### src/rtl/tlp_ctl_pkg.sv
// Shared TLP control definitions: packet-generator type codes, checker
// completion types, request arbiter state encodings and payload structs.
package tlp_ctl_pkg;

    localparam int unsigned TAG_W = 8;
    localparam int unsigned ST_W  = 3;

    // Packet generator TLP type codes
    localparam logic [2:0] TX_TYPE_MEMRD32 = 3'b000;
    localparam logic [2:0] TX_TYPE_MEMWR32 = 3'b001;
    localparam logic [2:0] TX_TYPE_MEMRD64 = 3'b010;
    localparam logic [2:0] TX_TYPE_MEMWR64 = 3'b011;

    // Checker completion types
    localparam logic RX_TYPE_CPL  = 1'b0;
    localparam logic RX_TYPE_CPLD = 1'b1;

    // Request arbiter states
    localparam logic [ST_W-1:0] ST_IDLE     = 3'd0;
    localparam logic [ST_W-1:0] ST_ISSUE    = 3'd1;
    localparam logic [ST_W-1:0] ST_TX_WAIT  = 3'd2;
    localparam logic [ST_W-1:0] ST_CPL_WAIT = 3'd3;
    localparam logic [ST_W-1:0] ST_RESP     = 3'd4;

    // Request captured at grant time
    typedef struct packed {
        logic        write;
        logic [31:0] addr;
        logic [31:0] data;
    } tlp_req_t;

    // Fields presented to the packet generator and checker
    typedef struct packed {
        logic [2:0]       tx_type;
        logic [TAG_W-1:0] tx_tag;
        logic [63:0]      tx_addr;
        logic [127:0]     tx_data;
        logic [10:0]      tx_length;
        logic             rx_type;
        logic [TAG_W-1:0] rx_tag;
        logic [31:0]      rx_data;
    } tlp_desc_t;

    // Saturating 16-bit increment
    function automatic logic [15:0] sat_inc16(input logic [15:0] v);
        return (v == 16'hFFFF) ? v : v + 16'd1;
    endfunction

endpackage

### src/rtl/rr_arbiter.sv
// Round-robin picker: combinational grant search starting at an internal
// pointer, with the pointer moving past the winner when the grant is taken.
//   user_clk, reset   : clock, synchronous active-high reset
//   req               : request vector, one bit per requester
//   advance           : grant consumed this cycle; move the pointer
//   grant_valid_c     : some request is set
//   grant_idx_c       : index of the selected requester
module rr_arbiter #(
    parameter  int unsigned NUM_REQ = 3,
    localparam int unsigned IDX_W   = $clog2(NUM_REQ)
) (
    input  logic               user_clk,
    input  logic               reset,
    input  logic [NUM_REQ-1:0] req,
    input  logic               advance,
    output logic               grant_valid_c,
    output logic [IDX_W-1:0]   grant_idx_c
);

    logic [IDX_W-1:0] ptr;
    int unsigned      cand;

    // First set request at or after ptr, wrapping around
    always_comb begin
        grant_valid_c = 1'b0;
        grant_idx_c   = '0;
        cand          = 0;
        for (int unsigned i = 0; i < NUM_REQ; i++) begin
            cand = (32'(ptr) + i) % NUM_REQ;
            if (!grant_valid_c && req[cand[IDX_W-1:0]]) begin
                grant_valid_c = 1'b1;
                grant_idx_c   = cand[IDX_W-1:0];
            end
        end
    end

    // Pointer moves to the requester after the winner
    always_ff @(posedge user_clk) begin
        if (reset) begin
            ptr <= '0;
        end else if (advance && grant_valid_c) begin
            if (32'(grant_idx_c) == NUM_REQ - 1) begin
                ptr <= '0;
            end else begin
                ptr <= grant_idx_c + IDX_W'(1);
            end
        end
    end

endmodule

### src/rtl/tlp_req_arbiter.sv
// Shares one packet-generator/checker pair between NUM_REQ requesters.
// One transaction in flight: grant, issue, wait tx_done, wait completion
// (reads), then a per-requester ok/fail pulse.
//   user_clk, reset, user_lnk_up, enable : clock, sync reset, link, go
//   req_valid/write/addr/data, req_ack   : requester side
//   rsp_ok, rsp_fail                     : per-requester verdict pulses
//   tx_*, tx_done                        : packet generator side
//   rx_*, rx_success, rx_fail            : completion checker side
//   busy, err_count                      : status
module tlp_req_arbiter
    import tlp_ctl_pkg::*;
#(
    parameter int unsigned NUM_REQ     = 3,
    parameter int unsigned CPL_TIMEOUT = 1024,
    parameter int          TCQ         = 1
) (
    input  logic                  user_clk,
    input  logic                  reset,
    input  logic                  user_lnk_up,
    input  logic                  enable,
    input  logic [NUM_REQ-1:0]    req_valid,
    input  logic [NUM_REQ-1:0]    req_write,
    input  logic [NUM_REQ*32-1:0] req_addr,
    input  logic [NUM_REQ*32-1:0] req_data,
    output logic [NUM_REQ-1:0]    req_ack,
    output logic [NUM_REQ-1:0]    rsp_ok,
    output logic [NUM_REQ-1:0]    rsp_fail,
    output logic [2:0]            tx_type,
    output logic [7:0]            tx_tag,
    output logic [63:0]           tx_addr,
    output logic [127:0]          tx_data,
    output logic [10:0]           tx_length,
    output logic                  tx_start,
    input  logic                  tx_done,
    output logic                  rx_type,
    output logic [7:0]            rx_tag,
    output logic [31:0]           rx_data,
    input  logic                  rx_success,
    input  logic                  rx_fail,
    output logic                  busy,
    output logic [15:0]           err_count
);

    localparam int unsigned IDX_W = $clog2(NUM_REQ);
    localparam int unsigned TMR_W = $clog2(CPL_TIMEOUT);

    if (NUM_REQ < 2 || NUM_REQ > 4 || CPL_TIMEOUT < 2 || TCQ < 0) begin : g_bad_param
        $error("tlp_req_arbiter: parameter out of range");
    end

    logic [ST_W-1:0]    state, state_nxt;
    logic [IDX_W-1:0]   owner, owner_nxt;
    tlp_req_t           cur, cur_nxt;
    tlp_desc_t          desc, desc_nxt;
    logic [TAG_W-1:0]   tag_cnt, tag_cnt_nxt;
    logic [TMR_W-1:0]   timer, timer_nxt;
    logic               pass, pass_nxt;
    logic [NUM_REQ-1:0] req_ack_nxt, rsp_ok_nxt, rsp_fail_nxt;
    logic               tx_start_nxt;
    logic [15:0]        err_count_nxt;

    logic               grant_valid_c;
    logic [IDX_W-1:0]   grant_idx_c;
    logic               rr_advance_c;
    logic [NUM_REQ-1:0] owner_oh_c;
    logic [NUM_REQ-1:0] grant_oh_c;

    rr_arbiter #(.NUM_REQ(NUM_REQ)) u_rr (
        .user_clk      (user_clk),
        .reset         (reset),
        .req           (req_valid),
        .advance       (rr_advance_c),
        .grant_valid_c (grant_valid_c),
        .grant_idx_c   (grant_idx_c)
    );

    assign owner_oh_c = NUM_REQ'(1) << owner;
    assign grant_oh_c = NUM_REQ'(1) << grant_idx_c;

    // Next-state and next-output logic
    always_comb begin
        state_nxt     = state;
        owner_nxt     = owner;
        cur_nxt       = cur;
        desc_nxt      = desc;
        tag_cnt_nxt   = tag_cnt;
        timer_nxt     = timer;
        pass_nxt      = pass;
        req_ack_nxt   = '0;
        rsp_ok_nxt    = '0;
        rsp_fail_nxt  = '0;
        tx_start_nxt  = 1'b0;
        err_count_nxt = err_count;
        rr_advance_c  = 1'b0;

        if (state != ST_IDLE && !user_lnk_up) begin
            // Link loss aborts whatever is in flight; tag and pointer persist
            state_nxt     = ST_IDLE;
            rsp_fail_nxt  = owner_oh_c;
            err_count_nxt = sat_inc16(err_count);
        end else begin
            case (state)
                ST_IDLE: begin
                    if (enable && user_lnk_up && grant_valid_c) begin
                        owner_nxt     = grant_idx_c;
                        cur_nxt.write = req_write[grant_idx_c];
                        cur_nxt.addr  = req_addr[{grant_idx_c, 5'd0} +: 32];
                        cur_nxt.data  = req_data[{grant_idx_c, 5'd0} +: 32];
                        req_ack_nxt   = grant_oh_c;
                        rr_advance_c  = 1'b1;
                        state_nxt     = ST_ISSUE;
                    end
                end
                ST_ISSUE: begin
                    tag_cnt_nxt        = tag_cnt + 8'd1;
                    desc_nxt.tx_type   = cur.write ? TX_TYPE_MEMWR32 : TX_TYPE_MEMRD32;
                    desc_nxt.tx_tag    = tag_cnt + 8'd1;
                    desc_nxt.tx_addr   = {32'h0, cur.addr};
                    desc_nxt.tx_data   = {4{cur.data}};
                    desc_nxt.tx_length = 11'd1;
                    desc_nxt.rx_type   = cur.write ? RX_TYPE_CPL : RX_TYPE_CPLD;
                    desc_nxt.rx_tag    = tag_cnt + 8'd1;
                    desc_nxt.rx_data   = cur.data;
                    tx_start_nxt       = 1'b1;
                    state_nxt          = ST_TX_WAIT;
                end
                ST_TX_WAIT: begin
                    if (tx_done) begin
                        if (cur.write) begin
                            pass_nxt  = 1'b1;
                            state_nxt = ST_RESP;
                        end else begin
                            timer_nxt = '0;
                            state_nxt = ST_CPL_WAIT;
                        end
                    end
                end
                ST_CPL_WAIT: begin
                    // A checker verdict on the expiry cycle beats the timeout
                    if (rx_fail) begin
                        pass_nxt  = 1'b0;
                        state_nxt = ST_RESP;
                    end else if (rx_success) begin
                        pass_nxt  = 1'b1;
                        state_nxt = ST_RESP;
                    end else if (timer == TMR_W'(CPL_TIMEOUT - 1)) begin
                        pass_nxt  = 1'b0;
                        state_nxt = ST_RESP;
                    end else begin
                        timer_nxt = timer + TMR_W'(1);
                    end
                end
                ST_RESP: begin
                    if (pass) begin
                        rsp_ok_nxt = owner_oh_c;
                    end else begin
                        rsp_fail_nxt  = owner_oh_c;
                        err_count_nxt = sat_inc16(err_count);
                    end
                    state_nxt = ST_IDLE;
                end
                default: begin
                    state_nxt = ST_IDLE;
                end
            endcase
        end
    end

    // State and output registers
    always_ff @(posedge user_clk) begin
        if (reset) begin
            state     <= ST_IDLE;
            owner     <= '0;
            cur       <= '0;
            desc      <= '0;
            tag_cnt   <= 8'hFF;
            timer     <= '0;
            pass      <= 1'b0;
            req_ack   <= '0;
            rsp_ok    <= '0;
            rsp_fail  <= '0;
            tx_start  <= 1'b0;
            busy      <= 1'b0;
            err_count <= '0;
        end else begin
            state     <= state_nxt;
            owner     <= owner_nxt;
            cur       <= cur_nxt;
            desc      <= desc_nxt;
            tag_cnt   <= tag_cnt_nxt;
            timer     <= timer_nxt;
            pass      <= pass_nxt;
            req_ack   <= req_ack_nxt;
            rsp_ok    <= rsp_ok_nxt;
            rsp_fail  <= rsp_fail_nxt;
            tx_start  <= tx_start_nxt;
            busy      <= (state_nxt != ST_IDLE);
            err_count <= err_count_nxt;
        end
    end

    assign tx_type   = desc.tx_type;
    assign tx_tag    = desc.tx_tag;
    assign tx_addr   = desc.tx_addr;
    assign tx_data   = desc.tx_data;
    assign tx_length = desc.tx_length;
    assign rx_type   = desc.rx_type;
    assign rx_tag    = desc.rx_tag;
    assign rx_data   = desc.rx_data;

endmodule

### config.mk
export PLATFORM = sky130hd
export DESIGN_NAME = tlp_req_arbiter
export DESIGN_NICKNAME = d
export VERILOG_FILES = /design/src/rtl/tlp_ctl_pkg.sv /design/src/rtl/rr_arbiter.sv /design/src/rtl/tlp_req_arbiter.sv
export SDC_FILE = /design/constraint.sdc
export NUM_CORES = 1
export LEC_CHECK = 0
export ABC_AREA = 1
export BUFFER_PORTS_ARGS = -buffer_cell sky130_fd_sc_hd__buf_2
export CAP_MARGIN = 15
export CORE_AREA = 4 4 188 190
export DETAILED_ROUTE_END_ITERATION = 10
export DIE_AREA = 0 0 192 194
export GPL_ROUTABILITY_DRIVEN = 0
export HOLD_SLACK_MARGIN = 0.1
export PLACE_DENSITY_LB_ADDON = 0.08
export SYNTH_ARGS = -nofsm -noshare
export SYNTH_HDL_FRONTEND = slang
export SYNTH_SLANG_ARGS = --single-unit
### constraint.sdc
create_clock -name user_clk -period 2.29 [get_ports user_clk]
set_input_delay 0.458 -clock user_clk [delete_from_list [all_inputs] [get_ports user_clk]]
set_output_delay 0.458 -clock user_clk [all_outputs]
set_load 0.01 [all_outputs]
==> results of run 1 <==
[power breakdown]
part           switching [mW]  leakage (nW)  internal, mW  total, mW
clock network            1.44         0.276          1.57       3.00
registers               0.172          1.57          3.60       3.77
logic                    1.56          5.10         0.979       2.54
[worst min-delay path by stage]
stage                       from            to  slack [ns]
finish              req_addr[33]       cur[33]        0.33
global route        req_addr[33]       cur[33]        0.35
CTS                 req_addr[33]       cur[33]        0.31
detailed placement  tx_length[0]  tx_length[0]        0.45
global placement        timer[4]      timer[4]        0.44
floorplan               timer[4]      timer[4]        0.43
[routing by layer]
metal,global-route usage [%],vias up
met3,2.70,27
li1,-,5263
met5,0,-
met4,3.78,4
met1,24.9,4648
met2,30.5,296
[critical path, stage by stage (launching register included)]
cell,delay [ns]
dfxtp_2,0.34
inv_2,0.06
ha_4,0.31
inv_1,0.10
nand2_2,0.07
nand2_1,0.06
nand3_2,0.10
nand3_2,0.10
buf_4,0.15
nand3_4,0.08
nand2_8,0.09
buf_12,0.15
buf_16,0.15
nand3_1,0.07
nand2_1,0.05
nor2_1,0.14
nor2_1,0.05
[repair_timing]
| action | in CTS | in global routing |
|---|---|---|
| buffers inserted | 2 | 2 |
| gates cloned | 1 | 4 |
| pin swaps | 1 | 5 |
| setup endpoints to repair | 54 | 62 |
| gates resized for setup | 4 | 18 |
[placed cells by master (no fill, tap or decap), types with 4 or more instances in the layout]
cell,n
buf_2,442
nor2_1,306
nand2_1,274
dfxtp_1,191
o21ai_0,127
inv_1,114
nand3_1,110
a21oi_1,73
conb_1,44
clkbuf_16,20
nor3_1,19
buf_4,19
buf_12,12
xor2_1,9
nand4_1,6
inv_2,5
nand2_2,5
nor2_4,5
o21ai_1,5
ha_1,5
nand3b_1,4
or2_2,4
[cells in the mapped netlist (all sizes together)]
library cell and n:
conb 1, buf 225, a211oi 2, or2 4
nor4 2, o21ai 134, ha 7, inv 122
dfxtp 193, xor2 9, nand2 281, nand3b 4
nor3b 1, o21a 3, nand4 6, a21oi 73
and3 1, nor2 313, o211ai 3, a21o 1
nor3 20, a31oi 1, nand3 115, clkbuf 35
xnor2 2
[flip-flops by register name, indices dropped and copies added, names as in the netlist, 8 cells and up]
signal and count:
tag_cnt 8, cur 65, timer 10, tx_data 32, rx_tag 8, tx_addr 32
err_count 16
[cells by family (layout without fill, tap and decap cells)]
family | after synthesis | count (layout) | share of synthesized area [%]
simple gates | 747 | 747 | 29.4
compound gates | 217 | 217 | 10.6
other cells | 1 | 45 | 0.0357
buf+inv | 382 | 634 | 21.4
flops | 193 | 193 | 36.7
xor+xnor | 11 | 11 | 0.916
fa+ha+maj | 7 | 7 | 0.833
[final cells by class]
class	count	area [µm²]	area share, %
repair buffers	481	2760	21.4
multi-input cells	1026	4650	36.1
well taps	448	561	4.35
clock buffers	18	439	3.41
flip-flops and latches	193	3870	30.0
clock inverters	13	144	1.12
diodes	1	2.50	0.0194
inverters	122	463	3.59
[metrics by stage]
step / instances / TNS [ns]
detailed placement: 2261 / -4.53
floorplan: 1601 / 0
global placement: 2261 / -1.36
finish: 2302 / 0
global route: 2301 / -0.00434
CTS: 2295 / 0
==> flow_metrics.env, run 1 <==
export IMPL_hold_depth=5
export IMPL_route_final_wire_length_um=36500
export IMPL_cts_root_buf="clkbuf_16"
export IMPL_netlist_area_um2=10500
export IMPL_port_buffers=442
export IMPL_crit_path_start_kind="flip-flop"
export IMPL_cts_buffers_inserted=17
export IMPL_dr_max_layer_used="met5"
export IMPL_initial_utilization_pct=31.4
export IMPL_drc_errors=0
export IMPL_antenna_found_initial=2
export IMPL_hold_viol_final=0
export IMPL_fp_dieW_um=192
export IMPL_hold_buffers=0
export IMPL_drt_iter0_drc=413
export IMPL_power_mw=9.31
export IMPL_dp_hpwl_um=25800
export IMPL_r2r_cells=16
export IMPL_r2r_end="cur[64]"
export IMPL_fmax_mhz=457
export IMPL_clockBufferDepth=2
export IMPL_yosys_top_cells_area="dfxtp_1, buf_4, nor2_1"
export IMPL_power_density_nw_per_um2=723
export IMPL_setup_viol=0
export IMPL_vias=10200
export IMPL_critPathCapture="cur[64]"
export IMPL_min_path_type="input port to flip-flop"
export IMPL_end_kind="flip-flop"
export IMPL_p_leak_nw=6.95
export IMPL_n_fill_cell=3637
export IMPL_startpoint="u_rr.ptr[0]"
export IMPL_stdcell_area_um2=12900
export IMPL_place_area_um2=12000
export IMPL_htreeDepth=4
export IMPL_cts_sinks=193
export IMPL_synth_area_per_cell_um2=6.75
export IMPL_ys_seq_elements=193
export IMPL_drive_gt1_share_pct=29.7
export IMPL_wl_met3_um=1880
export IMPL_fin_skew_ns=0.0160
export IMPL_drv_cap=0
export IMPL_clk_latency_ns=0.43
export IMPL_post_place_ws_ns=-0.266
export IMPL_slew_headroom_pct=60.9
export IMPL_r2r_start="u_rr.ptr[0]"
export IMPL_grt_pass1_vias=9749
export IMPL_setup_ws_ns=0.101
export IMPL_synth_distinct_cells=37
export IMPL_ant_nets=0
export IMPL_dr_pass1_iters=5
export IMPL_num_rows=67
export IMPL_grt_pass1_wl_um=54300
export IMPL_wl_met2_um=17500
export IMPL_nets=2053
export IMPL_whs_ns=0.325
export IMPL_grt_ovfl_total=0
export IMPL_syn_inst=1558
export IMPL_via_per_inst=4.45
export IMPL_timing_final_max_slew_violations=0
export IMPL_core_um2=33400
export IMPL_dieHeight_um=194
export IMPL_min_period_over_period_pct=95.6
export IMPL_ff2ff_setup_slack_ns=0.10
export IMPL_yosys_warnings=0
export IMPL_vdd_drop_max_v=0.000495
export IMPL_cp_max_fo=15
export IMPL_max_slew_worst_pin_slew_ns=0.587
export IMPL_wl_met1_um=16700
export IMPL_die_area_um2=37200
export IMPL_grt_util_all_layers_pct=18.2
export IMPL_yosysTopAreaCellShare_pct=36.7
export IMPL_layout_min_cycle_time_ns=2.19
export IMPL_cts_tree="yes"
export IMPL_yosysSeqAreaShare_pct=36.7
export IMPL_cp_required_ns=2.61
export IMPL_grt_max_degree=67
export IMPL_outcome="completed"
export IMPL_area_growth_synth_to_final_pct=22.5
export IMPL_clkTransAtPathRegs_ns=0.08
export IMPL_critical_path_arrival_ns=2.51
export IMPL_io_pins=487
export IMPL_final_util_pct=38.5
export IMPL_crit_type="flip-flop to flip-flop"
export IMPL_wl_per_cell_um=15.9
export IMPL_synth_top_area_cell="dfxtp_1"
(Power assumes the default switching activity.)
==> inputs of run 2 (changes only) <==
--- a/config.mk
+++ b/config.mk
@@ -8,9 +8,11 @@
 export ABC_AREA = 1
 export BUFFER_PORTS_ARGS = -buffer_cell sky130_fd_sc_hd__buf_2
 export CAP_MARGIN = 15
-export CORE_AREA = 4 4 188 190
+export CELL_PAD_IN_SITES_DETAIL_PLACEMENT = 0
+export CELL_PAD_IN_SITES_GLOBAL_PLACEMENT = 1
+export CORE_MARGIN = 4
+export CORE_UTILIZATION = 32
 export DETAILED_ROUTE_END_ITERATION = 10
-export DIE_AREA = 0 0 192 194
 export GPL_ROUTABILITY_DRIVEN = 0
 export HOLD_SLACK_MARGIN = 0.1
 export PLACE_DENSITY_LB_ADDON = 0.08
==> flow_metrics.env, run 2 (same netlist as run 1, synthesis figures left out) <==
export IMPL_port_buffers=442
export IMPL_power_density_nw_per_um2=709
export IMPL_max_stage_delay_ns=0.33
export IMPL_outcome="completed"
export IMPL_crit_top_cell="nand2_1"
export IMPL_place_area_um2=12100
export IMPL_setup_ws_ns=0.188
export IMPL_num_rows=66
export IMPL_cp_max_fo=35
export IMPL_fp_dieW_um=189
export IMPL_cts_buffers_inserted=17
export IMPL_fmax_mhz=476
export IMPL_cp_depth=15
export IMPL_area_growth_synth_to_final_pct=20.7
export IMPL_grt_ovfl_total=0
export IMPL_crit_slowest_cell="dfxtp_1"
export IMPL_min_period_over_period_pct=91.8
export IMPL_core_um2=32500
export IMPL_mostFrequentLayoutCell="buf_2"
export IMPL_dieHeight_um=189
export IMPL_crit_path_start_kind="flip-flop"
export IMPL_r2r_end="cur[64]"
export IMPL_rsz0062_at_grt="no"
export IMPL_grtUsageMet2_pct=31.2
export IMPL_globalRoute_busiestLayer="met2"
export IMPL_crit_type="flip-flop to flip-flop"
export IMPL_dr_pass1_iters=5
export IMPL_min_path_type="input port to flip-flop"
export IMPL_clkTransAtPathRegs_ns=0.08
export IMPL_io_pins=487
export IMPL_grt_pass1_vias=9502
export IMPL_route_final_wire_length_um=35200
export IMPL_ff2ff_setup_slack_ns=0.19
export IMPL_critical_path_arrival_ns=2.42
export IMPL_finalSetupTns_ns=0
export IMPL_cp_cell_sequence="inv_1, ha_2, inv_1, nand2_1, nand2_1, nand3_2, nand3_2, nand3_2, nand2_4, inv_2, buf_12, nand2_1, nand2_1, nor2_1, nor2_1"
export IMPL_antenna_found_initial=7
export IMPL_r2r_start="u_rr.ptr[0]"
export IMPL_most_common_layout_cells="buf_2, nor2_1, nand2_1"
export IMPL_hold_depth=5
export IMPL_timing_final_max_slew_violations=0
export IMPL_ant_nets=0
export IMPL_wl_per_cell_um=15.4
export IMPL_critPathCapture="cur[64]"
export IMPL_grt_pass1_wl_um=52800
export IMPL_layout_min_cycle_time_ns=2.10
export IMPL_cts_tree="yes"
export IMPL_stdcell_area_um2=12700
export IMPL_drv_cap=0
export IMPL_nets=2046
export IMPL_vias=10200
export IMPL_dp_hpwl_um=25700
export IMPL_clockBufferDepth=2
export IMPL_post_place_ws_ns=0.0758
export IMPL_largest_reg_flops=65
export IMPL_end_kind="flip-flop"
export IMPL_setup_viol=0
export IMPL_grt_use_met1_pct=24.0
export IMPL_initial_utilization_pct=32.4
export IMPL_die_area_um2=35800
export IMPL_n_fill_cell=3607
export IMPL_cts_root_buf="clkbuf_16"
export IMPL_fin_skew_ns=0.0154
export IMPL_drc_errors=0
export IMPL_drive_gt1_share_pct=29.2
export IMPL_vdd_drop_max_v=0.000505
export IMPL_cp_required_ns=2.61
export IMPL_clk_latency_ns=0.43
export IMPL_r2r_cells=15
export IMPL_cts_sinks=193
export IMPL_grt_met3_usage_pct=3.37
export IMPL_critPathTopFamily="simple AND/OR/NAND/NOR gates"
export IMPL_grt_util_all_layers_pct=18.4
export IMPL_worst_path_buf_inv=4
export IMPL_startpoint="u_rr.ptr[0]"
export IMPL_htreeDepth=4
export IMPL_grt_max_degree=76
export IMPL_via_per_inst=4.44
export IMPL_p_leak_nw=6.88
export IMPL_regMostFlops="cur"
export IMPL_slew_headroom_pct=45.9
export IMPL_drt_iter0_drc=453
export IMPL_hold_viol_final=0
export IMPL_max_slew_worst_pin_slew_ns=0.812
-- run 2: area by class of cell --
cell class | count | area, µm² | share of cell area, %
well taps | 442 | 553 | 4.36
repair buffers | 474 | 2650 | 20.9
clock inverters | 13 | 129 | 1.02
multi-input cells | 1026 | 4580 | 36.1
clock buffers | 18 | 439 | 3.46
inverters | 122 | 463 | 3.65
diodes | 4 | 10.0 | 0.0789
flip-flops and latches | 193 | 3860 | 30.5
-- run 2: how the worst min path moves through the flow --
stage / to / startpoint
detailed placement: timer[4] / timer[4]
global placement: timer[4] / timer[4]
CTS: cur[32] / req_addr[32]
finish: cur[48] / req_addr[80]
global route: cur[42] / req_addr[74]
floorplan: timer[4] / timer[4]
-- run 2: worst register-to-register path: stages (launching register included) --
cell and delay [ns]:
dfxtp_1 0.33, inv_1 0.06, ha_2 0.32, inv_1 0.11, nand2_1 0.07, nand2_1 0.07, nand3_2 0.10, nand3_2 0.12
nand3_2 0.09, nand2_4 0.13, inv_2 0.07, buf_12 0.17, nand2_1 0.08, nand2_1 0.05, nor2_1 0.18, nor2_1 0.06
-- run 2: stage by stage --
| step | instances | hold slack (ns) | util (%) | power, mW |
|---|---|---|---|---|
| 3_3_place_gp | 2256 | 0.445 | 37.2 | 6.18 |
| 3_5_place_dp | 2256 | 0.451 | 37.2 | 6.18 |
| 5_1_grt | 2291 | 0.341 | 39.1 | 9.56 |
| 6_report | 2292 | 0.327 | 39.1 | 9.00 |
| 2_1_floorplan | 1601 | 0.433 | - | 5.51 |
| 4_1_cts | 2287 | 0.312 | 38.9 | 9.12 |
-- run 2: timing repair --
action | in CTS | in global routing
hold buffers | 0 | 0
gates resized for setup | 0 | 10
setup endpoints to repair | 0 | 59
buffers inserted | 0 | 0
-- run 2: routing by layer --
metal / wire length, µm / up-vias
met5: 57 / -
met3: 1860 / 39
met4: 596 / 8
met2: 16900 / 284
met1: 15800 / 4610
li1: - / 5241
-- run 2: report_power, final --
group          total (mW)  internal, mW  switching [mW]
Combinational        2.34         0.866            1.47
Clock                2.90          1.46            1.44
Sequential           3.76          3.60           0.159
Total                9.00          5.93            3.07
